## src/rtl/mem_access_unit.sv

```systemverilog
// mem_access_unit: memory-stage load/store unit.
// Accepts a load or store from EX/MEM and runs one request/acknowledge
// transaction on the data-memory bus. It drives byte-lane enables and
// lane-replicated store data. It extracts and extends sub-word load data
// into a registered result for MEM/WB. It stalls the upstream pipeline
// until the access completes.
// Optional feature macro: MEM_ALIGN_CHECK_EN. When it is defined,
// misaligned half/word accesses skip the bus and raise misalign for one cycle.
module mem_access_unit #(
  parameter int ADDR_W = 32
) (
  input  logic              clk,
  input  logic              rst,
  input  logic              memrd,
  input  logic              memwr,
  input  logic [1:0]        size,
  input  logic              sext,
  input  logic [ADDR_W-1:0] addr,
  input  logic [31:0]       wdata,
  output logic [31:0]       rddata,
  output logic              stall,
  output logic              misalign,
  output logic              bus_req,
  output logic              bus_we,
  output logic [ADDR_W-1:0] bus_addr,
  output logic [3:0]        bus_be,
  output logic [31:0]       bus_wdata,
  input  logic [31:0]       bus_rdata,
  input  logic              bus_ack
);

  typedef enum logic [1:0] {
    IDLE = 2'b00,
    BUSY = 2'b01,
    DONE = 2'b10
  } state_t;

  // Byte enables for a given size and low address bits (little-endian lanes).
  function automatic logic [3:0] lane_be(input logic [1:0] sz, input logic [1:0] lo);
    logic [3:0] be;
    case (sz)
      2'b00:   be = 4'b0001 << lo;
      2'b01:   be = lo[1] ? 4'b1100 : 4'b0011;
      default: be = 4'b1111;
    endcase
    return be;
  endfunction

  // Store data replicated so that every enabled lane sees the right bytes.
  function automatic logic [31:0] lane_wdata(input logic [1:0] sz, input logic [31:0] d);
    logic [31:0] w;
    case (sz)
      2'b00:   w = {4{d[7:0]}};
      2'b01:   w = {2{d[15:0]}};
      default: w = d;
    endcase
    return w;
  endfunction

  // Select the addressed lane(s) of the read word and extend to 32 bits.
  function automatic logic [31:0] load_extract(input logic [1:0]  sz,
                                               input logic [1:0]  lo,
                                               input logic        sx,
                                               input logic [31:0] d);
    logic [7:0]  b;
    logic [15:0] h;
    logic [31:0] r;
    case (lo)
      2'b00:   b = d[7:0];
      2'b01:   b = d[15:8];
      2'b10:   b = d[23:16];
      default: b = d[31:24];
    endcase
    h = lo[1] ? d[31:16] : d[15:0];
    case (sz)
      2'b00:   r = {{24{sx & b[7]}}, b};
      2'b01:   r = {{16{sx & h[15]}}, h};
      default: r = d;
    endcase
    return r;
  endfunction

`ifdef MEM_ALIGN_CHECK_EN
  // Half needs addr[0]==0, word needs addr[1:0]==0; bytes are always aligned.
  function automatic logic is_misaligned(input logic [1:0] sz, input logic [1:0] lo);
    logic m;
    case (sz)
      2'b00:   m = 1'b0;
      2'b01:   m = lo[0];
      default: m = (lo != 2'b00);
    endcase
    return m;
  endfunction
`endif

  state_t            state_r;
  logic              bus_req_r;
  logic              bus_we_r;
  logic [ADDR_W-1:0] bus_addr_r;
  logic [3:0]        bus_be_r;
  logic [31:0]       bus_wdata_r;
  logic [31:0]       rddata_r;
  logic [1:0]        size_r;
  logic [1:0]        addr_lo_r;
  logic              sext_r;
`ifdef MEM_ALIGN_CHECK_EN
  logic              misalign_r;
`endif

  logic              access_s;
  logic              ack_s;
  logic              mis_s;
  logic              stall_s;

  assign access_s = memrd | memwr;
  // An ack only counts while a request is actually on the bus.
  assign ack_s    = bus_ack & bus_req_r;

`ifdef MEM_ALIGN_CHECK_EN
  assign mis_s    = is_misaligned(size, addr[1:0]);
  assign misalign = misalign_r;
`else
  assign mis_s    = 1'b0;
  assign misalign = 1'b0;
`endif

  // Pipeline freeze: the detect cycle in IDLE plus every BUSY cycle, never in reset.
  always_comb begin
    stall_s = 1'b0;
    if (rst) begin
      stall_s = 1'b0;
    end else if (state_r == BUSY) begin
      stall_s = 1'b1;
    end else if ((state_r == IDLE) && access_s) begin
      stall_s = 1'b1;
    end else begin
      stall_s = 1'b0;
    end
  end

  assign stall     = stall_s;
  assign rddata    = rddata_r;
  assign bus_req   = bus_req_r;
  assign bus_we    = bus_we_r;
  assign bus_addr  = bus_addr_r;
  assign bus_be    = bus_be_r;
  assign bus_wdata = bus_wdata_r;

  // Access FSM: captures the MEM-stage request, drives the bus and registers load data.
  always_ff @(posedge clk) begin
    if (rst) begin
      state_r     <= IDLE;
      bus_req_r   <= 1'b0;
      bus_we_r    <= 1'b0;
      bus_addr_r  <= {ADDR_W{1'b0}};
      bus_be_r    <= 4'b0000;
      bus_wdata_r <= 32'h0000_0000;
      rddata_r    <= 32'h0000_0000;
      size_r      <= 2'b00;
      addr_lo_r   <= 2'b00;
      sext_r      <= 1'b0;
`ifdef MEM_ALIGN_CHECK_EN
      misalign_r  <= 1'b0;
`endif
    end else begin
      case (state_r)
        IDLE: begin
          if (access_s) begin
            size_r    <= size;
            addr_lo_r <= addr[1:0];
            sext_r    <= sext;
            if (mis_s) begin
              // Misaligned: no bus cycle, flag it and return a zero result.
              state_r  <= DONE;
              rddata_r <= 32'h0000_0000;
`ifdef MEM_ALIGN_CHECK_EN
              misalign_r <= 1'b1;
`endif
            end else begin
              state_r     <= BUSY;
              bus_req_r   <= 1'b1;
              // A simultaneous load and store is handled as a load only.
              bus_we_r    <= memwr & ~memrd;
              bus_addr_r  <= {addr[ADDR_W-1:2], 2'b00};
              bus_be_r    <= lane_be(size, addr[1:0]);
              bus_wdata_r <= lane_wdata(size, wdata);
            end
          end else begin
            state_r <= IDLE;
          end
        end
        BUSY: begin
          if (ack_s) begin
            state_r   <= DONE;
            bus_req_r <= 1'b0;
            bus_we_r  <= 1'b0;
            bus_be_r  <= 4'b0000;
            if (!bus_we_r) begin
              rddata_r <= load_extract(size_r, addr_lo_r, sext_r, bus_rdata);
            end else begin
              rddata_r <= rddata_r;
            end
          end else begin
            state_r <= BUSY;
          end
        end
        DONE: begin
          // Inputs still show the finished instruction, so they are ignored here.
          state_r <= IDLE;
`ifdef MEM_ALIGN_CHECK_EN
          misalign_r <= 1'b0;
`endif
        end
        default: begin
          state_r   <= IDLE;
          bus_req_r <= 1'b0;
          bus_we_r  <= 1'b0;
          bus_be_r  <= 4'b0000;
        end
      endcase
    end
  end

endmodule

```

## config.mk

```make
export PLATFORM = sky130hd
export DESIGN_NAME = mem_access_unit
export DESIGN_NICKNAME = d
export VERILOG_FILES = /design/src/rtl/mem_access_unit.sv
export SDC_FILE = /design/constraint.sdc
export NUM_CORES = 1
export LEC_CHECK = 0
export CAP_MARGIN = 20
export CORE_UTILIZATION = 47
export CTS_BUF_LIST = sky130_fd_sc_hd__clkbuf_2 sky130_fd_sc_hd__clkbuf_4 sky130_fd_sc_hd__clkbuf_8
export CTS_CLUSTER_SIZE = 12
export DETAILED_ROUTE_END_ITERATION = 7
export PLACE_DENSITY = 0.9
export SLEW_MARGIN = 5
export SYNTH_ARGS = -nofsm -noshare
export SYNTH_HDL_FRONTEND = slang
export SYNTH_SLANG_ARGS = --single-unit
```

## constraint.sdc

```tcl
create_clock -name clk -period 3 [get_ports clk]
set_input_delay 0.6 -clock clk [delete_from_list [all_inputs] [get_ports clk]]
set_output_delay 0.6 -clock clk [all_outputs]
set_load 0.05 [all_outputs]
```

# Word-level counts from Yosys, hierarchy flattened
# Index checks and enable logic that the tools add are counted.
[totals]
inputBits = 104
wordCells = 59
reg_bits = 107
[op_classes]
reduce_logical = 8
shifts = 1
mux = 24
bitwise = 8
eq_ne = 8
[ops]
columns = ["cell", "n"]
rows = [
  ["case mux 32 bit (2 select lines)", 2],
  ["two-way mux 8 bit", 4],
  ["case mux 8 bit (3 select lines)", 1],
  ["two-way mux 16 bit", 1],
  ["two-way mux 4 bit", 3],
  ["case mux 4 bit (3 select lines)", 1],
  ["== test 2 x 1 -> 1 bit (second input constant)", 4],
  ["zero test 2 bit", 4],
  ["case mux 4 bit (2 select lines)", 1],
  ["two-way mux 1 bit", 7],
  ["case mux 1 bit (3 select lines)", 2],
  ["AND reduction 3 bit", 2],
  ["bitwise AND 1 bit", 4],
  ["== test 2 bit (second input constant)", 2],
  ["!= test 2 bit (second input constant)", 2],
  ["case mux 2 bit (2 select lines)", 1],
  ["<< shifter 1 x 2 -> 4 bit (first input constant)", 1],
  ["inverter 1 bit", 3],
  ["two-way mux 2 bit", 1],
  ["AND reduction 2 bit", 1],
  ["logical AND 1 bit", 1],
  ["OR 1 bit", 1],
]

# Longest topological paths before layout
# Gate-level depths: netlist of the first run.
[depth]
depth_word = 8
depth_mapped = 6
mapped_depth_nobuf = 4

# Worst setup path after synthesis of the first run
# No wires, ideal clock.
[synth_path]
path_type = "input-to-output"
start = "input rst"
end = "output stall"
t_arrival_ns = 2.009
n_path_buf = 1
stages = 2
path_slack_ns = 0.391
path_cell_list = "clkbuf_1 a211oi_1"
[synth_via]
elab_chain_len = 1
[synth_lines]
columns = ["item", "line", "rtl"]
rows = [
  ["start, declared", "13", "input logic rst,"],
  ["two-way mux 1 bit", "130", "if (rst) begin"],
  ["end, declared", "21", "output logic stall,"],
]
# No other way between the ends.

# Final worst setup path of the first run
[layout_path]
start = "input memwr"
end = "output stall"
[layout_via]
elab_chain_len = 5
[layout_lines]
columns = ["item", "line", "rtl"]
rows = [
  ["start, declared", "15", "input logic memwr,"],
  ["OR 1 bit", "115", "assign access_s = memrd | memwr;"],
  ["logical AND 1 bit", "134", "end else if ((state_r == IDLE) && access_s) begin"],
  ["two-way mux 1 bit", "134", ""],
  ["two-way mux 1 bit", "132", "end else if (state_r == BUSY) begin"],
  ["two-way mux 1 bit", "130", ""],
]
# No other way between the ends.

==> results.md, run 1 <==
* Max-slew headroom at 0.487
* Starting Density at 0.488
* Clk_skew at 0.0198 ns
* Mapped Cells at 582
* Netlist Area Pre-Place at 0.00479 mm²
* Post-DRT Antenna Nets at 0
* Nets at 857
* Die Outline Area at 0.0106 mm²
* Commonest cells in the netlist: nand2_1 (147), dfxtp_1 (107), a21oi_1 (74)
* Reg2reg setup slack at 0.72 ns
* Min Tclk post-route at 2.48 ns
* CP Cell Sequence: clkdlybuf4s50_1 > nor2_1 > a211oi_1 > buf_12
* Ys flop type: dfxtp_1
* CP required at 2.40 ns
* Cells after DPL at 875
* Placed inst area at 0.00686 mm²
* CP max FO at 3
* Combinational power share at 0.315
* Area contributors post-synth: dfxtp_1 (45%), nand2_1 (12%), a21oi_1 (7.7%), mux2i_1 (5.2%), a311oi_1 (4.4%)
* Peak supply drop at 0.000316 V
* Seq/Total Area, Yosys at 0.447
* Warnings from Yosys at 0
* Pwr Density at 499 mW/mm²
* Nature of the critical path startpoint: input pin
* P_leak at 2.52 nW
* Final wirelength at 14.2 mm
* GRT Total Usage at 0.268
* Total number of vias at 4891
* Fill cell count at 764
* Final setup viols at 0
* Insertion delay of the later-clocked pin in the worst-skew pair at 0.36 ns
* GRT Residual Overflow at 0
* Critical-path top delay cell: clkdlybuf4s50_1
* Number of global-route vias before repair at 4658
* Routed len/inst at 16.0 µm
* Crit Reg-Reg Startpoint: size_r[0]
* Inserted Diodes at 0
* CTS tree: done
* Drt drc at 0
* Hold Violations, Final at 0
* Sw power at 1.22 mW
* Yosys top cell by area: dfxtp_1
* Worst Tran Pin Value at 0.768 ns
* Port bufs at 204
* Site row count at 36
* Final HPWL DP at 10.4 mm
* Core ar. at 0.00982 mm²
* Post-route cell area at 0.00704 mm²
* Largest net degree at the start of global routing at 88
* Final TNS setup at 0 ns
* Initial antenna violation count at 0
* Number of setup buffers added after CTS at 0
* Total CTS buffers at 9
* Max Slew Vio Count at 0
* Area Growth Syn to Fin at 47.0%
* Vias/cell at 5.49
* Hold endpoint: bus_addr[12]
* Die height at 103 µm
* GPL Wtd Cong at 0.866
* RSZ-0062 raised after global routing: no
* Critical path class: input pin to output pin
* Layout cell share with drive strength beyond 1 at 0.0686
* Htree depth at 3
* Worst stage delay on the critical path at 0.50 ns
* FFs w/ async S/R, synth at 0
* Mean post-synth cell area at 8.23 µm²
* Die W at 103 µm
* Hold WC Path Type: flip-flop to flip-flop
* Clk network pwr share at 0.232
* Worst hold start: bus_addr[12]
* Root buffer cell: clkbuf_8
* Top-area cell type share of the netlist area at 0.447
* WHS Path Cells at 2
* Crit share post-route at 0.827
* First-pass GRT wire length at 22.3 mm
* Seq pwr share at 0.453
* CTS Sinks at 107
* Final non-filler cell total at 891
* Unique cell type count in the Yosys netlist at 37
* Iter 0 DRT Violations at 207
* Count leader, synth: nand2_1
* Hold Buf Count CTS at 0
* Switch share at 0.347
* Max clock buf depth at 2
* Outcome: finished clean
* Reg2Reg Depth at 4
* FMAX at 403 MHz
* Synth Register Bits at 107
* EDFF count, synth at 0
* IO Count at 208
* Internal power at 2.29 mW
* Clk slew on worst S/H paths at 0.09 ns
* PostCTS Resize Cnt at 0
* Total iterations of the first detailed-routing run at 5
* Critical R2R Capture: rddata[0]
* Crit path capture type: output pin
* Max cap viols at 0
* Arrival @ worst endpoint at 1.88 ns
[per-layer routing]
layer  GRT usage  routed length [µm]  vias up
li1            -                   -     2371
met1       0.325                5810     2247
met2       0.448                6780      228
met3      0.0597                1120       45
met4       0.135                 522        0
met5           0                   0        -
[cells in the final DEF, fill, tap and decap left out, types with 7 or more instances in the layout]
master,count
clkbuf_8,9
buf_4,8
a32o_1,7
a311oi_1,24
nor2_1,55
a311oi_2,10
nand2_1,146
a211oi_1,15
mux2i_1,25
o21ai_0,21
nor4bb_1,7
dfxtp_1,107
a21oi_1,74
clkdlybuf4s50_1,202
[state kept, by name, indices dropped and copies added, names as in the netlist]
signal	cells
rddata	32
sext_r	1
bus_we	1
state_r	2
bus_be	4
bus_addr	30
addr_lo_r	2
bus_wdata	32
size_r	2
bus_req	1
[power groups by stage]
stage / registers (mW) / clock network [mW] / logic [mW]
finish: 1.59 / 0.816 / 1.11
detailed placement: 1.62 / 0 / 1.10
CTS: 1.59 / 0.831 / 1.11
global route: 1.60 / 0.891 / 1.17
floorplan: 1.93 / 0 / 0.368
global placement: 1.62 / 0 / 1.08
[per-stage QoR]
stage	setup slack (ns)	util	total power [mW]	hold slack (ns)
6_report	0.519	0.717	3.51	0.455
5_1_grt	0.487	0.717	3.67	0.477
4_1_cts	0.540	0.717	3.53	0.458
3_5_place_dp	0.563	0.699	2.72	0.446
3_3_place_gp	0.584	0.699	2.70	0.440
2_1_floorplan	0.391	-	2.30	0.432
[kinds of logic after synthesis]
family,count (synthesis),synth area share
mux,25,0.0522
buf+inv,59,0.0569
flops,107,0.447
other cells,1,0.000783
compound gates,165,0.247
simple gates,225,0.196
[critical path: cells and delay by family]
| family | cells | cell delay (ns) |
|---|---|---|
| buffers and inverters | 2 | 0.71 |
| AO/OA/AOI/OAI | 1 | 0.49 |
| AND/OR/NAND/NOR | 1 | 0.08 |
[worst max path at each step]
stage | depth (start not counted) | start | to | slack [ns]
floorplan | 2 | rst | stall | 0.39
global placement | 4 | memwr | stall | 0.58
detailed placement | 4 | memwr | stall | 0.56
CTS | 4 | memwr | stall | 0.54
global route | 4 | memwr | stall | 0.49
finish | 4 | memwr | stall | 0.52
[layout make-up]
| type | count | area, µm² | area share |
|---|---|---|---|
| clock inverters | 3 | 25.0 | 0.00355 |
| clock buffers | 13 | 154 | 0.0219 |
| inverters | 4 | 15.0 | 0.00213 |
| flip-flops and latches | 107 | 2140 | 0.304 |
| well taps | 133 | 166 | 0.0236 |
| repair buffers | 213 | 2140 | 0.304 |
| multi-input cells | 418 | 2400 | 0.340 |
No activity file was read; power rests on OpenSTA's default activity.
==> run 2, diff against run 1 <==
--- a/config.mk
+++ b/config.mk
@@ -6,11 +6,11 @@
 export NUM_CORES = 1
 export LEC_CHECK = 0
 export CAP_MARGIN = 20
-export CORE_UTILIZATION = 47
+export CORE_UTILIZATION = 44
 export CTS_BUF_LIST = sky130_fd_sc_hd__clkbuf_2 sky130_fd_sc_hd__clkbuf_4 sky130_fd_sc_hd__clkbuf_8
 export CTS_CLUSTER_SIZE = 12
 export DETAILED_ROUTE_END_ITERATION = 7
-export PLACE_DENSITY = 0.9
+export PLACE_DENSITY = 0.85
 export SLEW_MARGIN = 5
 export SYNTH_ARGS = -nofsm -noshare
 export SYNTH_HDL_FRONTEND = slang
==> constraint.sdc (replaced) <==
create_clock -name clk -period 2.4 [get_ports clk]
set_input_delay 0.48 -clock clk [delete_from_list [all_inputs] [get_ports clk]]
set_output_delay 0.48 -clock clk [all_outputs]
set_load 0.05 [all_outputs]
==> run 2 against run 1 <==
Compared with the run above:
- global-route usage decreased by 1.3 points
- combinational power increased by 28%
- sequential share of layout area decreased by 0.72 points
- critical path depth increased by 1
- total power increased by 36%
- hold slack improved by 0.0048 ns
- via count increased by 1.8%
- setup slack got worse by 0.32 ns
- non-clock buffer count increased by 5
- routed wire length increased by 3.4%
- critical path type unchanged
- die area increased by 6.7%
==> results.md, run 2 (same netlist as run 1, synthesis figures left out) <==
* Outcome: finished clean
* Total number of vias at 4979 (+1.8%)
* Hold Violations, Final at 0 (unchanged)
* Core ar. at 0.0105 mm² (+6.5%)
* Total CTS buffers at 9 (unchanged)
* FMAX at 454 MHz
* Area Growth Syn to Fin at 50.5%
* Number of global-route vias before repair at 4788 (+2.8%)
* Final HPWL DP at 10.6 mm (+2.0%)
* CTS Sinks at 107 (unchanged)
* PostCTS Resize Cnt at 0 (unchanged)
* Final wirelength at 14.7 mm (+3.4%)
* Combinational power share at 0.296 (-0.019)
* Die height at 106 µm (+3.3%)
* Arrival @ worst endpoint at 1.72 ns (-0.16 ns)
* Iter 0 DRT Violations at 223 (+7.7%)
* Sw power at 1.57 mW (+29%)
* Leading cell type in the layout, fill and taps excluded: clkdlybuf4s50_1
* Max-slew headroom at 0.554 (+0.0669)
* Die W at 106 µm (+3.3%)
* Port bufs at 204 (unchanged)
* Peak supply drop at 0.000385 V (+22%)
* First-pass GRT wire length at 23.0 mm (+3.2%)
* Pwr Density at 663 mW/mm² (+33%)
* Min Tclk post-route at 2.20 ns
* Most frequent cells in the layout: clkdlybuf4s50_1 (202), nand2_1 (146), dfxtp_1 (107), a21oi_1 (74), nor2_1 (55)
* Place WS at 0.159 ns (-0.404 ns)
* Internal power at 3.21 mW (+40%)
* RSZ-0062 raised after global routing: no
* Initial antenna violation count at 0 (unchanged)
* Worst Tran Pin Value at 0.669 ns (-0.0994 ns)
* Clk network pwr share at 0.289 (+0.057)
* Die Outline Area at 0.0113 mm² (+6.7%)
* Final TNS setup at 0 ns (unchanged)
* Final non-filler cell total at 899 (+0.90%)
* Switch share at 0.329 (-0.0184)
* Site row count at 37 (+2.8%)
* GPL Wtd Cong at 0.888 (+2.5%)
* Largest net degree at the start of global routing at 107 (+22%)
* Critical path class: input pin to output pin
* Design Power at 4.78 mW (+36%)
* GRT Total Usage at 0.255 (-0.0130)
* Nature of the critical path startpoint: input pin
* Number of setup buffers added after CTS at 0 (unchanged)
* Max cap viols at 0 (unchanged)
* IO Count at 208 (unchanged)
* Hold Buf Count CTS at 0 (unchanged)
* Total iterations of the first detailed-routing run at 5 (unchanged)
* Inserted Diodes at 0 (unchanged)
* Routed len/inst at 16.4 µm (+2.5%)
* Clk slew on worst S/H paths at 0.10 ns (about the same)
* Final worst slack at 0.198 ns (-0.321 ns)
* Crit share post-route at 0.918
* Vias/cell at 5.54 (+0.89%)
* Final setup viols at 0 (unchanged)
* Nets at 862 (+0.58%)
* P_leak at 2.60 nW (+3.2%)
* Layout cell share with drive strength beyond 1 at 0.0747 (+0.00610)
* CP max FO at 3 (unchanged)
* CTS tree: done
* Starting Density at 0.458 (-0.0300)
* Insertion delay of the later-clocked pin in the worst-skew pair at 0.37 ns (about the same)
* Drt drc at 0 (unchanged)
* Cells after DPL at 883 (+0.91%)
* Crit path capture type: output pin
* Hold WC Path Type: flip-flop to flip-flop
* Clk_skew at 0.0117 ns (-0.00814 ns)
* Post-DRT Antenna Nets at 0 (unchanged)
* Max clock buf depth at 2 (unchanged)
* CP required at 1.92 ns (-0.48 ns)
* Htree depth at 3 (unchanged)
* GRT Residual Overflow at 0 (unchanged)
* Max Slew Vio Count at 0 (unchanged)
* Root buffer cell: clkbuf_8
* Seq pwr share at 0.415 (-0.038)
## run 2: changes by cell type in the layout (fill, tap and decap cells not counted), sizes merged
cell / previous run / this run
clkbuf: 13 / 11
clkinv: 2 / 0
bufinv: 0 / 3
buf: 11 / 16
inv: 4 / 5
## run 2: worst max-delay path: stages
cell and delay, ns:
clkdlybuf4s50_1 0.50, nor2_1 0.08, a211oi_1 0.33, buf_4 0.19, buf_12 0.13
## run 2: per-stage QoR
| stage | hold WS (ns) | utilization | instance area (µm²) |
|---|---|---|---|
| after floorplan | 0.432 | - | 4800 |
| after global placement | 0.441 | 0.665 | 6950 |
| after detailed placement | 0.446 | 0.665 | 6950 |
| after CTS | 0.460 | 0.689 | 7210 |
| after global routing | 0.475 | 0.689 | 7210 |
| final | 0.460 | 0.689 | 7210 |
## run 2: path summary, 6_finish.rpt
| check | slack [ns] | end | cells after the start | startpoint |
|---|---|---|---|---|
| max | 0.20 | stall | 5 | memwr |
| min | 0.46 | sext_r | 2 | sext_r |
| max reg2reg | 0.42 | rddata[2] | 4 | addr_lo_r[0] |
| min reg2reg | 0.46 | sext_r | 2 | sext_r |
## run 2: power by group through the flow
stage	combinational, mW	clock [mW]	sequential (mW)
floorplan	0.460	0	2.41
global placement	1.38	0	2.02
detailed placement	1.41	0	2.03
CTS	1.42	1.41	1.98
global route	1.49	1.48	2.00
finish	1.42	1.38	1.98
## run 2: routing by layer
metal	GRT usage	up-vias	part of all wire
met5	0	-	0
met4	0.140	0	0.036
met3	0.0533	43	0.074
met2	0.427	240	0.48
met1	0.304	2313	0.41
li1	-	2383	-
## run 2: area by class of cell
class,instances,area (µm²)
clock buffers,11,151
clock inverters,5,106
inverters,4,15.0
flip-flops and latches,107,2140
multi-input cells,418,2400
fillers,835,3250
repair buffers,218,2230
well taps,136,170
==> run 3, diff against run 2 <==
--- a/config.mk
+++ b/config.mk
@@ -10,8 +10,9 @@
 export CTS_BUF_LIST = sky130_fd_sc_hd__clkbuf_2 sky130_fd_sc_hd__clkbuf_4 sky130_fd_sc_hd__clkbuf_8
 export CTS_CLUSTER_SIZE = 12
 export DETAILED_ROUTE_END_ITERATION = 7
-export PLACE_DENSITY = 0.85
+export PLACE_DENSITY = 0.89
 export SLEW_MARGIN = 5
 export SYNTH_ARGS = -nofsm -noshare
 export SYNTH_HDL_FRONTEND = slang
 export SYNTH_SLANG_ARGS = --single-unit
+export TNS_END_PERCENT = 100
==> run 3 against run 2 <==
Compared with the run above:
- combinational power barely moved
- register-to-register slack improved by 0.03 ns
- via count rose by 1.1%
- critical path type is now flip-flop to output pin
- largest power group unchanged
- highest routed layer unchanged
==> results.md, run 3 (same netlist as run 1, synthesis figures left out) <==
* Outcome: finished clean
* Layout cell share with drive strength beyond 1 at 0.0771 (+0.00242)
* Final wirelength at 14.8 mm (+0.93%)
* Most used routing layer: met2
* Inserted Diodes at 0 (unchanged)
* Core ar. at 0.0105 mm² (unchanged)
* Die height at 106 µm (unchanged)
* Insertion delay of the later-clocked pin in the worst-skew pair at 0.36 ns (about the same)
* Crit Reg-Reg Startpoint: addr_lo_r[0]
* Crit share post-route at 0.891 (-0.0266)
* Global-route track usage on met3 at 0.0632 (+0.00981)
* Site row count at 37 (unchanged)
* CP Cell Sequence: clkdlybuf4s50_1
* Starting Density at 0.458 (unchanged)
* Core Util, Final at 0.681 (-0.00777)
* CP startpoint: bus_we
* CTS tree: done
* GRT Residual Overflow at 0 (unchanged)
* Register Area at 0.00214 mm² (unchanged)
* WP buf/inv at 1 (-2)
* PostCTS Resize Cnt at 0 (unchanged)
* Post-DRT Antenna Nets at 0 (unchanged)
* Min Tclk post-route at 2.14 ns (-0.0640 ns)
* Post-route cell area at 0.00713 mm² (-1.1%)
* Routed len/inst at 16.5 µm (+0.71%)
* Fill cell count at 819 (-1.9%)
* Met1 global-route usage at 0.311 (+0.00679)
* Htree depth at 3 (unchanged)
* CP top delay family: buffers and inverters
* Crit path capture type: output pin
* Largest net degree at the start of global routing at 107 (unchanged)
* Nature of the critical path startpoint: flip-flop
* Total CTS buffers at 9 (unchanged)
* Critical path class: flip-flop to output pin
* Pwr Density at 627 mW/mm² (-5.4%)
* Iter 0 DRT Violations at 241 (+8.1%)
* CTS Sinks at 107 (unchanged)
* Final TNS setup at 0 ns (unchanged)
* First-pass GRT wire length at 23.5 mm (+2.3%)
* Most frequent cells in the layout: clkdlybuf4s50_1 (202), nand2_1 (146), dfxtp_1 (107), a21oi_1 (74), nor2_1 (55)
* Max cap viols at 0 (unchanged)
* Die Outline Area at 0.0113 mm² (unchanged)
* Initial antenna violation count at 0 (unchanged)
* Worst hold start: bus_be[0]
* Final worst slack at 0.262 ns (+0.0640 ns)
* Vias/cell at 5.59 (+0.86%)
* Leading cell type in the layout, fill and taps excluded: clkdlybuf4s50_1
* CP required at 1.92 ns (about the same)
* Number of global-route vias before repair at 4881 (+1.9%)
* Number of setup buffers added after CTS at 0 (unchanged)
* Clk_skew at 0.0110 ns (-0.000605 ns)
* Max-slew headroom at 0.538 (-0.0161)
* Final HPWL DP at 10.8 mm (+1.2%)
* Peak supply drop at 0.000404 V (+5.0%)
* P_leak at 2.57 nW (-1.1%)
* Total number of vias at 5033 (+1.1%)
* Reg2reg setup slack at 0.45 ns (+0.03 ns)
* Max Slew Vio Count at 0 (unchanged)
* GRT Total Usage at 0.261 (+0.00555)
* Root buffer cell: clkbuf_8
* Critical-path top delay cell: clkdlybuf4s50_1
* Place WS at 0.145 ns (-0.0134 ns)
* Hold Buf Count CTS at 0 (unchanged)
* Met2 Track Usage GR at 0.436 (+0.00928)
* Max clock buf depth at 2 (unchanged)
* Worst stage delay on the critical path at 0.85 ns (+0.35 ns)
* Final setup viols at 0 (unchanged)
* Worst Tran Pin Value at 0.693 ns (+0.0242 ns)
* Hold Violations, Final at 0 (unchanged)
* Drt drc at 0 (unchanged)
* Clk slew on worst S/H paths at 0.11 ns (about the same)
* Nets at 864 (+0.23%)
* IO Count at 208 (unchanged)
* Port bufs at 204 (unchanged)
* Total iterations of the first detailed-routing run at 5 (unchanged)
* Hold WC Path Type: flip-flop to flip-flop
* GPL Wtd Cong at 0.858 (-3.3%)
* Placed inst area at 0.00694 mm² (-0.14%)
* RSZ-0062 raised after global routing: no
* FMAX at 468 MHz (+3.0%)
* Area Growth Syn to Fin at 48.8%
* Die W at 106 µm (unchanged)
* CP max FO at 4 (+1)
* Footprint of the multi-input gates at 0.00240 mm² (unchanged)
* Arrival @ worst endpoint at 1.66 ns (-0.06 ns)
-- run 3: cell types whose count changed in the layout (fill, tap and decap cells not counted) --
cell        before  now
buf_4            9   13
inv_6            1    0
clkbuf_8        11    9
clkinvlp_4       1    0
buf_12           7    5
clkinv_2         0    1
bufinv_16        3    0
clkinv_4         0    4
inv_8            0    2
-- run 3: through the flow --
stage / std cells / power [mW] / hold WS [ns]
floorplan: 584 / 2.88 / 0.432
global placement: 885 / 3.40 / 0.442
detailed placement: 885 / 3.43 / 0.448
CTS: 901 / 4.49 / 0.462
global route: 901 / 4.67 / 0.483
finish: 901 / 4.47 / 0.460
-- run 3: area by class of cell --
type,count,share of cell area
clock buffers,9,0.0174
flip-flops and latches,107,0.300
well taps,136,0.0239
multi-input cells,418,0.336
repair buffers,220,0.311
clock inverters,7,0.00878
inverters,4,0.00211
-- run 3: report_power, final --
| part | switching (mW) | total [mW] | internal, mW |
|---|---|---|---|
| Clock | 0.677 | 1.08 | 0.399 |
| Combinational | 0.867 | 1.42 | 0.550 |
| Sequential | 0.0789 | 1.98 | 1.90 |
-- run 3: tightest hold or removal path, cell delays in order, from the launching register on --
cell and delay [ns]:
dfxtp_1 0.33, nand2_1 0.05, a21oi_1 0.05
-- run 3: per-layer routing --
metal	routed length [µm]	up-vias
li1	-	2394
met1	6070	2328
met2	7130	261
met3	1110	50
met4	542	0
met5	0	-
-- run 3: final timing paths --
kind                                    to  cells after the start
worst max-delay path                bus_we                      1
worst min-delay path             bus_be[0]                      2
worst max register to register  rddata[22]                      4
worst min register to register   bus_be[0]                      2
